===== src/rtl/MD_pkg.sv =====
// Shared widths and sub-packet bit layout for the position path between FPGAs.
// The remote packer and the remote unpacker both take their field positions from here.
package MD_pkg;

    localparam int NUM_SUB_PACKETS      = 4;
    localparam int SUB_PACKET_WIDTH     = 128;
    localparam int AXIS_TDATA_WIDTH     = NUM_SUB_PACKETS * SUB_PACKET_WIDTH;
    localparam int SLOT_CNT_WIDTH       = $clog2(NUM_SUB_PACKETS);

    localparam int OFFSET_WIDTH         = 27;
    localparam int OFFSET_STRUCT_WIDTH  = 3 * OFFSET_WIDTH;
    localparam int ELEMENT_WIDTH        = 2;
    localparam int PARTICLE_ID_WIDTH    = 9;
    localparam int GLOBAL_CELL_ID_WIDTH = 2;
    localparam int NB_CELL_COUNT_WIDTH  = 5;
    localparam int OFFSET_PKT_STRUCT_WIDTH =
        PARTICLE_ID_WIDTH + ELEMENT_WIDTH + OFFSET_STRUCT_WIDTH;

    // Each offset component sits on its own 32-bit lane so the receiver can slice it directly.
    localparam int SUBPKT_X_POS        = 0;
    localparam int SUBPKT_Y_POS        = 32;
    localparam int SUBPKT_Z_POS        = 64;
    localparam int SUBPKT_LAST_POS     = 96;
    localparam int SUBPKT_LIFETIME_POS = SUBPKT_LAST_POS + 1;
    localparam int SUBPKT_GCID_POS     = SUBPKT_LIFETIME_POS + NB_CELL_COUNT_WIDTH;
    localparam int SUBPKT_ELEMENT_POS  = SUBPKT_GCID_POS + 3 * GLOBAL_CELL_ID_WIDTH;
    localparam int SUBPKT_PARID_POS    = SUBPKT_ELEMENT_POS + ELEMENT_WIDTH;

    typedef struct packed {
        logic [PARTICLE_ID_WIDTH-1:0] parid;
        logic [ELEMENT_WIDTH-1:0]     element;
        logic [OFFSET_WIDTH-1:0]      offset_z;
        logic [OFFSET_WIDTH-1:0]      offset_y;
        logic [OFFSET_WIDTH-1:0]      offset_x;
    } offset_pkt_t;

endpackage


===== src/rtl/remote_subpkt_encoder.sv =====
// Maps one ring position transfer onto the fixed SUB_PACKET_WIDTH wire layout.
// Purely combinational; bits not owned by any field are driven to zero.
module remote_subpkt_encoder
    import MD_pkg::*;
(
    input  logic [OFFSET_PKT_STRUCT_WIDTH-1:0]  i_offset_pkt,
    input  logic [3*GLOBAL_CELL_ID_WIDTH-1:0]   i_gcid,
    input  logic [NB_CELL_COUNT_WIDTH-1:0]      i_lifetime,
    input  logic                                i_last,
    output logic [SUB_PACKET_WIDTH-1:0]         o_sub_packet
);

    offset_pkt_t pkt;
    assign pkt = offset_pkt_t'(i_offset_pkt);

    always_comb begin
        // NOTE: default every bit first so no path leaves a bit unassigned (no latch) and spare bits read 0.
        o_sub_packet = '0;
        o_sub_packet[SUBPKT_X_POS        +: OFFSET_WIDTH]           = pkt.offset_x;
        o_sub_packet[SUBPKT_Y_POS        +: OFFSET_WIDTH]           = pkt.offset_y;
        o_sub_packet[SUBPKT_Z_POS        +: OFFSET_WIDTH]           = pkt.offset_z;
        o_sub_packet[SUBPKT_LAST_POS]                               = i_last;
        o_sub_packet[SUBPKT_LIFETIME_POS +: NB_CELL_COUNT_WIDTH]    = i_lifetime;
        o_sub_packet[SUBPKT_GCID_POS     +: 3*GLOBAL_CELL_ID_WIDTH] = i_gcid;
        o_sub_packet[SUBPKT_ELEMENT_POS  +: ELEMENT_WIDTH]          = pkt.element;
        o_sub_packet[SUBPKT_PARID_POS    +: PARTICLE_ID_WIDTH]      = pkt.parid;
    end

endmodule


===== src/rtl/ring_pos_to_remote_packer.sv =====
// Packs ring position sub-packets, first one in the MSB slot, into AXI-Stream words for
// the inter-FPGA link; partial words go out zero-padded on a last marker or idle timeout.
module ring_pos_to_remote_packer
    import MD_pkg::*;
#(
    parameter int FLUSH_TIMEOUT = 64
)
(
    input  logic                                clk,
    input  logic                                rst,
    input  logic [OFFSET_PKT_STRUCT_WIDTH-1:0]  i_ring_offset_pkt,
    input  logic [3*GLOBAL_CELL_ID_WIDTH-1:0]   i_ring_gcid,
    input  logic [NB_CELL_COUNT_WIDTH-1:0]      i_ring_lifetime,
    input  logic                                i_ring_last,
    input  logic                                i_ring_valid,
    output logic                                o_ring_ack,
    output logic [AXIS_TDATA_WIDTH-1:0]         o_remote_tdata,
    output logic                                o_remote_tvalid,
    output logic                                o_remote_tlast,
    input  logic                                i_remote_tready
);

    localparam bit TIMEOUT_EN = (FLUSH_TIMEOUT > 0);
    localparam int IDLE_W     = (FLUSH_TIMEOUT > 1) ? $clog2(FLUSH_TIMEOUT) : 1;
    localparam logic [IDLE_W-1:0] IDLE_MAX =
        (FLUSH_TIMEOUT > 0) ? IDLE_W'(FLUSH_TIMEOUT - 1) : '0;
    localparam logic [SLOT_CNT_WIDTH-1:0] CNT_LAST = SLOT_CNT_WIDTH'(NUM_SUB_PACKETS - 1);

    logic [AXIS_TDATA_WIDTH-1:0] asm_q, asm_d;
    logic [SLOT_CNT_WIDTH-1:0]   cnt_q, cnt_d;
    logic [IDLE_W-1:0]           idle_q, idle_d;
    logic [AXIS_TDATA_WIDTH-1:0] out_data_q, out_data_d;
    logic                        out_valid_q, out_valid_d;
    logic                        out_last_q, out_last_d;

    logic [SUB_PACKET_WIDTH-1:0] sub_pkt;
    logic [AXIS_TDATA_WIDTH-1:0] filled;
    logic [SLOT_CNT_WIDTH-1:0]   slot_sel;
    logic                        out_free;
    logic                        completes;
    logic                        ack;
    logic                        flush;

    remote_subpkt_encoder u_encoder (
        .i_offset_pkt (i_ring_offset_pkt),
        .i_gcid       (i_ring_gcid),
        .i_lifetime   (i_ring_lifetime),
        .i_last       (i_ring_last),
        .o_sub_packet (sub_pkt)
    );

    assign out_free  = ~out_valid_q | i_remote_tready;
    assign completes = (cnt_q == CNT_LAST) | i_ring_last;
    // A completing sub-packet needs the output register; the others only need the assembly slot.
    assign ack       = i_ring_valid & (out_free | ~completes);
    assign flush     = TIMEOUT_EN && (cnt_q != '0) && !ack && (idle_q == IDLE_MAX) && out_free;
    assign slot_sel  = CNT_LAST - cnt_q;

    always_comb begin
        filled = asm_q;
        for (int s = 0; s < NUM_SUB_PACKETS; s++) begin
            if (SLOT_CNT_WIDTH'(s) == slot_sel) begin
                filled[s*SUB_PACKET_WIDTH +: SUB_PACKET_WIDTH] = sub_pkt;
            end
        end
    end

    always_comb begin
        asm_d       = asm_q;
        cnt_d       = cnt_q;
        idle_d      = idle_q;
        out_data_d  = out_data_q;
        out_last_d  = out_last_q;
        out_valid_d = out_valid_q & ~i_remote_tready;

        if (ack) begin
            idle_d = '0;
            if (completes) begin
                out_data_d  = filled;
                out_valid_d = 1'b1;
                out_last_d  = i_ring_last;
                asm_d       = '0;
                cnt_d       = '0;
            end else begin
                asm_d = filled;
                cnt_d = cnt_q + 1'b1;
            end
        end else if (flush) begin
            out_data_d  = asm_q;
            out_valid_d = 1'b1;
            out_last_d  = 1'b0;
            asm_d       = '0;
            cnt_d       = '0;
            idle_d      = '0;
        end else if (cnt_q == '0) begin
            idle_d = '0;
        end else if (idle_q != IDLE_MAX) begin
            // Saturates at IDLE_MAX so a back-pressured flush fires as soon as the output frees.
            idle_d = idle_q + 1'b1;
        end
    end

    always_ff @(posedge clk) begin
        // NOTE: the data registers are reset too, so a reset mid-word cannot leak stale slots.
        if (rst) begin
            asm_q       <= '0;
            cnt_q       <= '0;
            idle_q      <= '0;
            out_data_q  <= '0;
            out_valid_q <= 1'b0;
            out_last_q  <= 1'b0;
        end else begin
            // NOTE: state updates use <= so every flop samples the pre-edge values of the others.
            asm_q       <= asm_d;
            cnt_q       <= cnt_d;
            idle_q      <= idle_d;
            out_data_q  <= out_data_d;
            out_valid_q <= out_valid_d;
            out_last_q  <= out_last_d;
        end
    end

    assign o_ring_ack      = ack;
    assign o_remote_tdata  = out_data_q;
    assign o_remote_tvalid = out_valid_q;
    assign o_remote_tlast  = out_last_q;

endmodule


===== config.mk =====
export PLATFORM = sky130hd
export DESIGN_NAME = ring_pos_to_remote_packer
export DESIGN_NICKNAME = d
export VERILOG_FILES = /design/src/rtl/MD_pkg.sv /design/src/rtl/remote_subpkt_encoder.sv /design/src/rtl/ring_pos_to_remote_packer.sv
export SDC_FILE = /design/constraint.sdc
export NUM_CORES = 2
export LEC_CHECK = 0
export BUFFER_PORTS_ARGS = -buffer_cell sky130_fd_sc_hd__buf_2
export CORE_UTILIZATION = 30
export CTS_CLUSTER_SIZE = 40
export DETAILED_ROUTE_END_ITERATION = 6
export SYNTH_ARGS = -nofsm -noshare
export SYNTH_HDL_FRONTEND = slang
export SYNTH_SLANG_ARGS = --single-unit

===== constraint.sdc =====
create_clock -name clk -period 2.3 [get_ports clk]
set_input_delay 0.115 -clock clk [delete_from_list [all_inputs] [get_ports clk]]
set_output_delay 0.115 -clock clk [all_outputs]
set_load 0.01 [all_outputs]

==> flow_metrics.py <==
metrics = {
    "setup_path": {
        "slowest_stage": "dfxtp_1",
        "start_kind": "flop",
        "crit_arrival_ns": 2.85,
        "r2r_cells": 9,
        "crit_path_cell_trace": "inv_1 > ha_1 > buf_4 > nor4_4 > buf_4 > nand2_8 > buf_12 > buf_12 > a221oi_1",
        "worstSetupEndpointType": "flop",
        "rr_startpoint": "cnt_q[0]",
        "crit_type": "reg -> reg",
        "reg2reg_slack_ns": 0.06,
        "r2r_end": "o_remote_tdata[314]",
        "slowest_delay_ns": 0.36,
        "required_ns": 2.91,
        "cp_max_fo": 39,
    },
    "finish": {
        "instances_no_fill": 6099,
        "final_util_pct": 39.6,
        "drive_gt1_share_pct": 25.4,
        "area_growth_pct": 30.3,
        "nets": 4466,
        "nFillCells": 12300,
    },
    "status": {
        "status": "finished clean",
    },
    "timing": {
        "holdWs_ns": 0.216,
        "timing.final.crit_share_pct": 97.6,
        "clock.fmax_mhz": 446,
        "setup_violations": 0,
        "final.setup.tns_ns": 0,
        "tightestPinTransition_ns": 0.967,
        "hold_violations": 0,
        "period_minus_slack_ns": 2.24,
        "skew_ns": 0.0136,
        "drv_slew": 0,
        "rsz0062_at_grt": "true",
        "max-slew-margin-rel_pct": 35.5,
    },
    "hold_path": {
        "hold_depth": 5,
        "holdPathEnd": "o_remote_tdata[27]",
        "min_path_type": "in -> reg",
        "holdCritStartpoint": "i_remote_tready",
    },
    "synthesis": {
        "avgSynthCellArea_um2": 10.4,
        "syn_nets": 3777,
        "synth_common_cells": "dfxtp_1 (1,034), nor2_1 (321), mux2i_1 (313), a22o_1 (311), a221oi_1 (274)",
        "synth_flop_cell": "dfxtp_1",
        "synth-async-reset-ratio_pct": 0,
        "synth_top_cell_area_share_pct": 54.2,
        "synth_seq_cells": 1034,
        "ys_top_cells_by_area": "dfxtp_1 (54%), mux2i_1 (8.2%), a22o_1 (7.1%)",
        "synth.most_common_cell": "dfxtp_1",
        "ys_types": 47,
        "yosys.area.top_type": "dfxtp_1",
        "synth-seq-area-share_pct": 54.2,
        "synth_enable_flop_cells": 0,
        "ys_warn_count": 0,
        "synth_area_mm2": 0.0382,
        "syn_inst": 3664,
    },
    "floorplan": {
        "coreArea_mm2": 0.126,
        "start_util_pct": 30.3,
        "die_y_um": 359,
        "dieArea_mm2": 0.129,
        "ios": 623,
        "die_w_um": 359,
        "placementRows": 130,
    },
    "route": {
        "drc": 0,
        "vias_per_cell": 5.25,
        "wirelength_um": 135000,
        "ant_nets": 0,
        "wl_met2_um": 59700,
        "drt-met1-wl_um": 61300,
        "drtIter0Drc": 2586,
        "dr.pass1.iters": 6,
        "met3_length_um": 9480,
        "routedWlPerCell_um": 22.2,
        "num_vias": 32000,
        "top_layer_used": "met5",
    },
    "grt": {
        "overflow": 0,
        "grt_antenna_before_repair": 7,
        "grt_max_degree": 152,
        "grtUsageTotal_pct": 20.0,
        "grt_pass1_vias": 31000,
        "grt_pass1_wl_um": 201000,
    },
    "place": {
        "port_buffers": 622,
        "dp.cells": 5750,
        "gp_congestion": 0.809,
        "hpwl_um": 85600,
    },
    "run": {
        "cap_violations": 0,
    },
    "clocking": {
        "clockBufferDepth": 3,
        "tritoncts": "built",
        "htree_levels": 3,
        "worst_skew_pair.late_latency_ns": 0.72,
        "cts_buffers": 113,
        "clk_pin_slew_ns": 0.06,
        "cts_root_buf": "clkbuf_16",
        "cts.sinks": 1034,
    },
    "power": {
        "p_int_mw": 31.4,
        "totalPowerFinal_mw": 41.8,
        "power_leakage_nw": 19.4,
        "p_sw_mw": 10.4,
        "p_sw_share_pct": 24.8,
        "p_seq_share_pct": 45.2,
        "vdd_drop_max_uv": 615,
        "power.density_mw_per_mm2": 840,
        "pwr-share-clk_pct": 45.1,
        "p_comb_share_pct": 9.7,
    },
}
-- state kept, by name, indices dropped and copies added (netlist names) --
signal and cells:
idle_q 6, o_remote_tlast 1, o_remote_tvalid 1, asm_q 512, cnt_q 2, o_remote_tdata 512
-- cell families (layout without fill, tap and decap cells) --
kind of cell	after synthesis	count (layout)	share of synthesized area (%)
AO/OA/AOI/OAI	1045	1045	21.5
flip-flops	1034	1034	54.2
AND/OR/NAND/NOR	861	861	10.7
buffers and inverters	404	1184	5.17
multiplexers	313	313	8.20
adder cells (fa/ha/maj)	5	5	0.164
XOR/XNOR	2	2	0.0459
other	0	5	0
-- layer usage --
metal	track usage (%)	vias to the layer above
met5	0	-
met4	7.91	2
met3	4.81	206
met2	30.2	1115
met1	27.1	15800
li1	-	14900
-- worst max-delay path by stage --
stage               startpoint                   to  slack, ns  depth (start not counted)
finish                cnt_q[0]  o_remote_tdata[314]       0.06                          9
global route          cnt_q[1]  o_remote_tdata[491]      -0.02                         10
CTS                   cnt_q[1]           o_ring_ack       0.03                          5
detailed placement    cnt_q[1]  o_remote_tdata[159]      0.006                          6
global placement      cnt_q[1]  o_remote_tdata[254]       0.07                          6
floorplan             cnt_q[0]  o_remote_tdata[361]       0.21                          9
-- final cells by class --
class                           count  area, um2  share of cell area [%]
Clock inverter                     40        539                    1.08
Tap cell                         1650       2060                    4.15
Timing Repair Buffer              974       7330                    14.7
Clock buffer                      166       3320                    6.67
Inverter                            4       15.0                  0.0302
Sequential cell                  1034      20700                    41.6
Multi-Input combinational cell   2226      15800                    31.8
Antenna cell                        5       12.5                  0.0251
-- cell usage in the layout (no fill, tap or decap), drive strengths merged, types with 3 or more instances in the layout --
cell and n:
o21ai 103, nand2 212, nand2b 3, nor3 5, clkbuf 175, bufinv 12
mux2i 313, a311oi 104, clkinvlp 4, a21boi 3, dlygate4sd3 106, nor2 321
a221oi 312, a21oi 207, clkinv 19, dfxtp 1034, diode 5, and2 209
nand4 96, ha 5, nand3 5, buf 859, a22o 311, inv 9
-- metrics by stage --
step,setup WS [ns],cell area (um2)
3_5_place_dp,0.00580,44200
4_1_cts,0.0320,49200
6_report,0.0559,49800
3_3_place_gp,0.0651,44200
2_1_floorplan,0.209,38200
5_1_grt,-0.0201,49800
-- power by group through the flow --
stage	Combinational [mW]	Sequential (mW)	Clock, mW
after CTS	3.92	18.9	19.2
after detailed placement	3.77	19.3	0
after floorplan	1.76	19.4	0
final	4.08	18.9	18.9
after global placement	3.73	19.3	0
after global routing	4.38	18.9	20.0
-- critical path, delay by kind of cell, from the launching register on --
kind                     cells  cell delay [ns]
buffers and inverters        5             0.85
AND/OR/NAND/NOR              2             0.33
adder cells (fa/ha/maj)      1             0.21
AO/OA/AOI/OAI                1             0.31
flip-flops                   1             0.36
-- what timing repair did --
action	4_1_cts	5_1_grt
setup endpoints to repair	2	337
hold buffers	106	0
resized for setup	2	34
hold endpoints to repair	730	0
pin swaps	1	2
buffers inserted	1	22
gates cloned	0	9
Power figures use the tool's default switching activity.
